--- config.mk ---
export PLATFORM = sky130hd
export DESIGN_NAME = comparator_tree_pipe_flat
export DESIGN_NICKNAME = d
export VERILOG_FILES = /design/src/rtl/comparator_tree_pipe_if.sv /design/src/rtl/comparator_tree_pipe.sv /design/src/flat_wrapper.sv
export SDC_FILE = /design/constraint.sdc
export NUM_CORES = 1
export LEC_CHECK = 0
export ABC_AREA = 1
export CELL_PAD_IN_SITES_DETAIL_PLACEMENT = 0
export CELL_PAD_IN_SITES_GLOBAL_PLACEMENT = 2
export CORE_UTILIZATION = 29
export CTS_CLUSTER_DIAMETER = 200
export DETAILED_ROUTE_END_ITERATION = 7
export DONT_BUFFER_PORTS = 1
export PLACE_DENSITY = 0.82
export SLEW_MARGIN = 25
export SYNTH_ARGS = -nofsm -noshare
export SYNTH_HDL_FRONTEND = slang
export SYNTH_SLANG_ARGS = --single-unit
--- constraint.sdc ---
create_clock -name clk -period 1.1 [get_ports clk]
set_input_delay 0.22 -clock clk [delete_from_list [all_inputs] [get_ports clk]]
set_output_delay 0.22 -clock clk [all_outputs]
set_load 0.01 [all_outputs]
--- src/rtl/comparator_tree_pipe_if.sv ---
// Operand/result bundle with valid/ready handshake for comparator_tree_pipe.
// The master supplies operands and consumes results; the slave is the compare pipe.
interface comparator_tree_pipe_if #(
    parameter int WIDTH = 64
);
    logic             Flush;
    logic             InValid;
    logic             InReady;
    logic [WIDTH-1:0] A;
    logic [WIDTH-1:0] B;
    logic             OutValid;
    logic             OutReady;
    logic             EQ;
    logic             LT;
    logic             LTu;

    modport master (
        output Flush, InValid, A, B, OutReady,
        input  InReady, OutValid, EQ, LT, LTu
    );

    modport slave (
        input  Flush, InValid, A, B, OutReady,
        output InReady, OutValid, EQ, LT, LTu
    );
endinterface

--- src/rtl/comparator_tree_pipe.sv ---
// Pipelined EQ / signed LT / unsigned LTu comparator tree with elastic valid/ready flow.
// Tree levels are spread over STAGES register stages; flush and stalls act on all stages.
module comparator_tree_pipe #(
    parameter int WIDTH  = 64,
    parameter int STAGES = 2
) (
    input  logic                  clk,
    input  logic                  reset,
    comparator_tree_pipe_if.slave bus
);
    localparam int L    = $clog2(WIDTH);
    localparam int HALF = WIDTH / 2;

    // Unsigned (lt,gt) vector shared by both chains, plus the signed copy of the top branch only.
    typedef struct packed {
        logic [HALF-1:0] lt;
        logic [HALF-1:0] gt;
        logic            slt;
        logic            sgt;
    } node_t;

    function automatic node_t merge_level(input node_t n, input int j);
        node_t r;
        int    top_lo;
        r = '0;
        for (int i = 0; i < HALF / 2; i++) begin
            r.gt[i] = n.gt[2*i+1] | (~n.lt[2*i+1] & n.gt[2*i]);
            r.lt[i] = n.lt[2*i+1] | (~n.gt[2*i+1] & n.lt[2*i]);
        end
        top_lo = (HALF >> (j - 1)) - 2;
        r.sgt = n.sgt | (~n.slt & n.gt[top_lo]);
        r.slt = n.slt | (~n.sgt & n.lt[top_lo]);
        return r;
    endfunction

    node_t              leaf;
    node_t [STAGES-1:0] stage_node;
    logic  [STAGES-1:0] stage_valid;
    logic  [STAGES-1:0] advance;

    always_comb begin
        leaf = '0;
        for (int i = 0; i < HALF; i++) begin
            leaf.lt[i] = bus.A[2*i +: 2] < bus.B[2*i +: 2];
            leaf.gt[i] = bus.A[2*i +: 2] > bus.B[2*i +: 2];
        end
        leaf.slt = {~bus.A[WIDTH-1], bus.A[WIDTH-2]} < {~bus.B[WIDTH-1], bus.B[WIDTH-2]};
        leaf.sgt = {~bus.A[WIDTH-1], bus.A[WIDTH-2]} > {~bus.B[WIDTH-1], bus.B[WIDTH-2]};
    end

    // A stage may move when any stage at or downstream of it has room, or the consumer takes.
    always_comb begin : p_advance
        logic all_full;
        all_full = 1'b1;
        advance  = '0;
        for (int s = STAGES - 1; s >= 0; s--) begin
            all_full   = all_full & stage_valid[s];
            advance[s] = bus.OutReady | ~all_full;
        end
    end

    for (genvar s = 0; s < STAGES; s++) begin : g_stage
        localparam int LO = (s * L + STAGES - 1) / STAGES;
        localparam int HI = ((s + 1) * L + STAGES - 1) / STAGES - 1;

        node_t in_node;
        node_t merged;
        node_t node_d;
        node_t node_q;
        logic  in_valid;
        logic  valid_d;
        logic  valid_q;

        if (s == 0) begin : g_src
            assign in_node  = leaf;
            assign in_valid = bus.InValid;
        end else begin : g_src
            assign in_node  = stage_node[s-1];
            assign in_valid = stage_valid[s-1];
        end

        always_comb begin
            merged = in_node;
            for (int j = 1; j < L; j++) begin
                if (j >= LO && j <= HI) begin
                    merged = merge_level(merged, j);
                end
            end
            node_d  = advance[s] ? merged : node_q;
            valid_d = bus.Flush ? 1'b0 : (advance[s] ? in_valid : valid_q);
        end

        always_ff @(posedge clk or posedge reset) begin
            if (reset) begin
                valid_q <= 1'b0;
                node_q  <= '0;
            end else begin
                valid_q <= valid_d;
                node_q  <= node_d;
            end
        end

        assign stage_valid[s] = valid_q;
        assign stage_node[s]  = node_q;
    end

    assign bus.InReady  = advance[0] | bus.Flush;
    assign bus.OutValid = stage_valid[STAGES-1];
    assign bus.LTu      = stage_node[STAGES-1].lt[0];
    assign bus.LT       = stage_node[STAGES-1].slt;
    // Gated with valid so EQ reads 0 out of reset, when both lt and gt are clear.
    assign bus.EQ       = stage_valid[STAGES-1]
                        & ~(stage_node[STAGES-1].lt[0] | stage_node[STAGES-1].gt[0]);

    logic unused_tail;
    assign unused_tail = ^{stage_node[STAGES-1].lt[HALF-1:1],
                           stage_node[STAGES-1].gt[HALF-1:1],
                           stage_node[STAGES-1].sgt};
endmodule
--- src/flat_wrapper.sv ---
// flat-port wrapper written by rule: the top's interface ports become plain ports
module comparator_tree_pipe_flat 
#(
    parameter int WIDTH  = 64,
    parameter int STAGES = 2
)
  (clk, reset, bus_Flush, bus_InValid, bus_A, bus_B, bus_OutReady, bus_InReady, bus_OutValid, bus_EQ, bus_LT, bus_LTu);
  comparator_tree_pipe_if #(.WIDTH(WIDTH)) bus_i ();
  input  logic clk;
  input  logic reset;
  input wire logic [$bits(bus_i.Flush)-1:0] bus_Flush;
  input wire logic [$bits(bus_i.InValid)-1:0] bus_InValid;
  input wire logic [$bits(bus_i.A)-1:0] bus_A;
  input wire logic [$bits(bus_i.B)-1:0] bus_B;
  input wire logic [$bits(bus_i.OutReady)-1:0] bus_OutReady;
  output wire logic [$bits(bus_i.InReady)-1:0] bus_InReady;
  output wire logic [$bits(bus_i.OutValid)-1:0] bus_OutValid;
  output wire logic [$bits(bus_i.EQ)-1:0] bus_EQ;
  output wire logic [$bits(bus_i.LT)-1:0] bus_LT;
  output wire logic [$bits(bus_i.LTu)-1:0] bus_LTu;
  assign bus_i.Flush = bus_Flush;
  assign bus_i.InValid = bus_InValid;
  assign bus_i.A = bus_A;
  assign bus_i.B = bus_B;
  assign bus_i.OutReady = bus_OutReady;
  assign bus_InReady = bus_i.InReady;
  assign bus_OutValid = bus_i.OutValid;
  assign bus_EQ = bus_i.EQ;
  assign bus_LT = bus_i.LT;
  assign bus_LTu = bus_i.LTu;
  comparator_tree_pipe #(.WIDTH(WIDTH), .STAGES(STAGES)) u_core (.clk(clk), .reset(reset), .bus(bus_i));
endmodule
# Word-level counts from Yosys, hierarchy flattened
# Cells that the tools add are included.
# totals
output_inout_bits,5
input_bits,133
regBits,23
word_cells,305
# op_classes
reduce_logical,2
n_bitwise,224
mux,4
n_lt_le_gt_ge,66
# ops
op,count
1-bit inverter,76
1-bit bitwise OR,75
1-bit AND,73
2-bit > comparator,33
2-bit less-than comparator,33
1-bit two-way mux,4
2-bit nonzero test,2

# Logic depth before layout (Yosys ltp)
# depth
depth_word,9
depth_mapped,9
mapped_depth_nobuf,9

# Worst setup path before layout
# No wires, ideal clock.
# synth_path
path_type,register to output
startpoint,register u_core.g_stage[1].valid_q (netlist: u_core.bus.OutValid)
endpoint,output port bus_InReady
required_time_ns,0.880
path_buffers,1
path_slack_ns,-0.122
arrival_ns,1.002
path_stages_with_launch,6
cell_sequence,dfrtp_1 -> inv_2 -> nor2_4 -> nand2_2 -> buf_6 -> or2_1
# synth_via
elab_chain_cells,4
# synth_rtl
element,line,source
"start, declared",comparator_tree_pipe.sv:72,logic valid_q;
"start signal, assigned",comparator_tree_pipe.sv:98,valid_q <= valid_d;
1-bit AND,comparator_tree_pipe.sv:57,all_full = all_full & stage_valid[s];
1-bit inverter,comparator_tree_pipe.sv:58,advance[s] = bus.OutReady | ~all_full;
1-bit bitwise OR,comparator_tree_pipe.sv:58,
1-bit bitwise OR,comparator_tree_pipe.sv:107,assign bus.InReady = advance[0] | bus.Flush;
"end, declared",flat_wrapper.sv:16,output wire logic [$bits(bus_i.InReady)-1:0] bus_InReady;
# Every way passes these cells.

# Worst setup path after layout
# Same ends and word-level chain as after synthesis.

==> metrics.csv <==
stage,metric,value,unit
run_status,run_status,"complete, but fails checks",
run_status,violations,setup timing,
clock_tree,root_buffer_selected_by_cts,clkbuf_8,
final_layout,n_antenna_cell,0,
route,drt_first_pass_iters,4,
global_routing,antenna_found_initial,0,
yosys,synth_compound_gate_area_share,10.57,%
clock_tree,clkTransAtPathRegs,80,ps
worst_setup_path,critPathCaptureType,primary output,
floorplanning,die-height,103.0,um
yosys,number_of_unique_standard_cell_types_used_by_synthesis,24,
worst_setup_path,timing.setup.critical_path_class,register to primary output,
global_routing,grt_max_degree,24,
power_and_ir_drop,switching_share,37.40,%
yosys,synthMostInstantiatedCell,inv_1,
sta,final_max_slew_viol_count,0,
yosys,synthFlopType,dfrtp_1,
power_and_ir_drop,switchingPower,1.045,mW
worst_setup_path,critPathLaunch,u_core.bus.OutValid,
yosys,synth_simple_gate_area_share,25.45,%
route,avgRoutedWirePerCell,9.974,um
floorplanning,die_footprint,10610,um^2
clock_tree,tritoncts,built,
worst_setup_path,path_max_fanout,2,
power_and_ir_drop,power.internal,1.750,mW
sta,worst-slew-pin-transition,305.9,ps
route,viasPerCell,4.349,
hold_path,hold_path_class,input pin to register,
floorplanning,num_rows,36,
yosys,synth_top_cell_area_share,27.48,%
place,number_of_i_o_port_buffers,0,
route,final_routed_wirelength_across_all_metal_layers,6.024,mm
yosys,synth_enable_flop_cells,0,
worst_setup_path,reg2reg_from,u_core.bus.OutValid,
power_and_ir_drop,static-leakage-power,2.094,nW
sta,min_period,1318,ps
final_layout,final_nets,670,
yosys,synth.area.top_cells,"ha_1, dfrtp_1, inv_1",
global_routing,global_route.overflow_total,0,
final_layout,post_route_cells_drive_above_1_share,12.31,%
global_routing,via_count_of_the_first_global_routing_pass,2304,
sta,maxClockFrequency,759.0,MHz
yosys,mappedNetlistArea,2959,um^2
sta,hold_slack,87.13,ps
power_and_ir_drop,cellPowerDensity,805.6,nW/um^2
yosys,synth_mux_area_share,0,%
clock_tree,numCtsBuffers,3,
sta,grt_setup_unrepaired,yes,
power_and_ir_drop,seq_power_share,39.5,%
clock_tree,clock_tree.htree_level_count,1,
yosys,synthCells,448,
yosys,synth.yosys.seq_area_share,19.45,%
floorplanning,pin_count,138,
floorplanning,die_w,103.0,um
floorplanning,core,9819,um^2
worst_setup_path,cp_data_required_time,880,ps
power_and_ir_drop,power.total,2.795,mW
sta,clock-skew-final,2.449,ps
floorplanning,initial_utilization,30.14,%
power_and_ir_drop,pwr-share-comb,41.4,%
sta,final_critical_path_setup_slack,-217.5,ps
yosys,ys_ff_latch,23,
clock_tree,bufs_on_longest_clock_path,2,
yosys,synth.net_count,646,
yosys,syn-mean-instance-area,6.605,um^2
place,detailedPlacementHpwl,5.175,mm
yosys,netlist.top_cell.by_area,ha_1,
yosys,synth_top_family_by_area,adder cells,
global_routing,grt_pass1_wl,9.149,mm
yosys,yosys_warns,0,
route,route.vias.total,2627,
yosys,post_synth_xor_area_fraction,0,%
power_and_ir_drop,power.share.clock,19.1,%
power_and_ir_drop,worst_voltage_drop_across_the_vdd_grid,0.0003951,V
run,cap_violations,0,
sta,final_setup_violations,22,
yosys,ys_async_sr_fraction,100.0,%
yosys,synth-adder-area-share,27.48,%
hold_path,hold_path.startpoint,bus_InValid,
route,drt_iter0_markers,35,
worst_setup_path,critical_path.startpoint_type,register,
sta,slew_headroom,79.56,%
final_layout,syn2layout_area_growth,17.25,%
place,gp_routability_congestion,0.6919,
worst_setup_path,cp_data_arrival_time,1100,ps
clock_tree,worst_skew_pair.late_latency,270,ps
sta,final_min_period_over_clock_period,119.8,%
sta,finalHoldViolCount,0,
global_routing,track_usage,10.83,%
clock_tree,numClockSinks,23,
route,ant_nets,0,
route,drc,0,
yosys,synth.cells.most_frequent,"inv_1, nand2_1, ha_1",
-- flip-flops by register name, indices dropped and copies added, names as in the netlist --
signal / cells
u_core.bus.LT: 1
u_core.bus.LTu: 1
u_core.bus.OutValid: 1
u_core.g_stage.node_q: 19
u_core.g_stage.valid_q: 1
-- power by group through the flow --
stage | registers, mW | logic (mW) | clock network (mW)
after floorplan | 1.08 | 0.838 | 0
after global placement | 1.10 | 1.04 | 0
after detailed placement | 1.10 | 1.06 | 0
after CTS | 1.10 | 1.11 | 0.553
after global routing | 1.13 | 1.37 | 0.587
final | 1.10 | 1.16 | 0.534
-- what timing repair did --
item	in CTS	in global routing
setup endpoints to repair	20	25
resized for setup	18	19
pin swaps	4	7
buffers inserted	3	3
cloned	2	0
hold endpoints to repair	24	1
hold buffers	2	1
-- cell usage in the layout (no fill, tap or decap), types with 4 or more instances in the layout --
master | synthesis | routed
nor2_2 | 3 | 6
nand3_1 | 22 | 20
inv_1 | 125 | 124
buf_6 | 2 | 4
nand2_2 | 1 | 4
nand2_1 | 104 | 101
o21bai_1 | 15 | 15
o21ai_1 | 2 | 4
dfrtp_1 | 23 | 23
a21oi_1 | 20 | 11
nand3b_1 | 4 | 4
ha_1 | 65 | 65
buf_4 | 0 | 12
nor2_1 | 37 | 33
a21oi_2 | 3 | 12
o21ai_0 | 6 | 4
-- worst paths after layout --
| check | to | slack [ps] | cells past startpoint |
|---|---|---|---|
| max reg2reg | u_core.g_stage[0].node_q[6] | -130 | 9 |
| max in group asynchronous | u_core.g_stage[0].node_q[37] | 420 | 3 |
| min in group asynchronous | u_core.g_stage[0].node_q[39] | 450 | 3 |
| min | u_core.g_stage[0].valid_q | 90 | 2 |
| max | bus_InReady | -220 | 4 |
| min reg2reg | u_core.g_stage[0].node_q[34] | 500 | 2 |
-- through the flow --
stage	setup TNS, ps	area [um^2]	instances	utilization [%]	setup WS, ps
floorplan	-116.2	2962	448	-	-116.2
global placement	-1119	3203	590	32.62	-133.5
detailed placement	-1330	3203	590	32.62	-100.3
CTS	-2666	3388	601	34.51	-232.5
global route	-3860	3470	604	35.33	-271.7
finish	-2049	3470	604	35.33	-217.5
-- critical path: stages (launching register included) --
cell and delay [ps]:
dfrtp_1 370, inv_2 50, nor2_4 90, nand2_2 70
or2_4 250
-- layout make-up --
class,instances,area [um^2]
fillers,1115,6350
flip-flops and latches,23,575.6
clock buffers,4,45.04
repair buffers,22,227.7
inverters,127,484.2
well taps,133,166.4
multi-input cells,295,1971
-- layer usage --
| layer | global-route usage (%) | part of all wire (%) | up-vias |
|---|---|---|---|
| met4 | 1.625 | 0.56 | 0 |
| li1 | - | - | 1414 |
| met2 | 19.49 | 47 | 77 |
| met1 | 13.02 | 45 | 1132 |
| met5 | 0 | 0 | - |
| met3 | 3.051 | 7.1 | 4 |
-- kinds of logic (layout without fill, tap and decap cells) --
family	count (synthesis)	count (layout)
AO/OA/AOI/OAI	50	50
AND/OR/NAND/NOR	180	180
buffers and inverters	130	153
adder cells (fa/ha/maj)	65	65
flip-flops	23	23
Power figures use the tool's default switching activity.
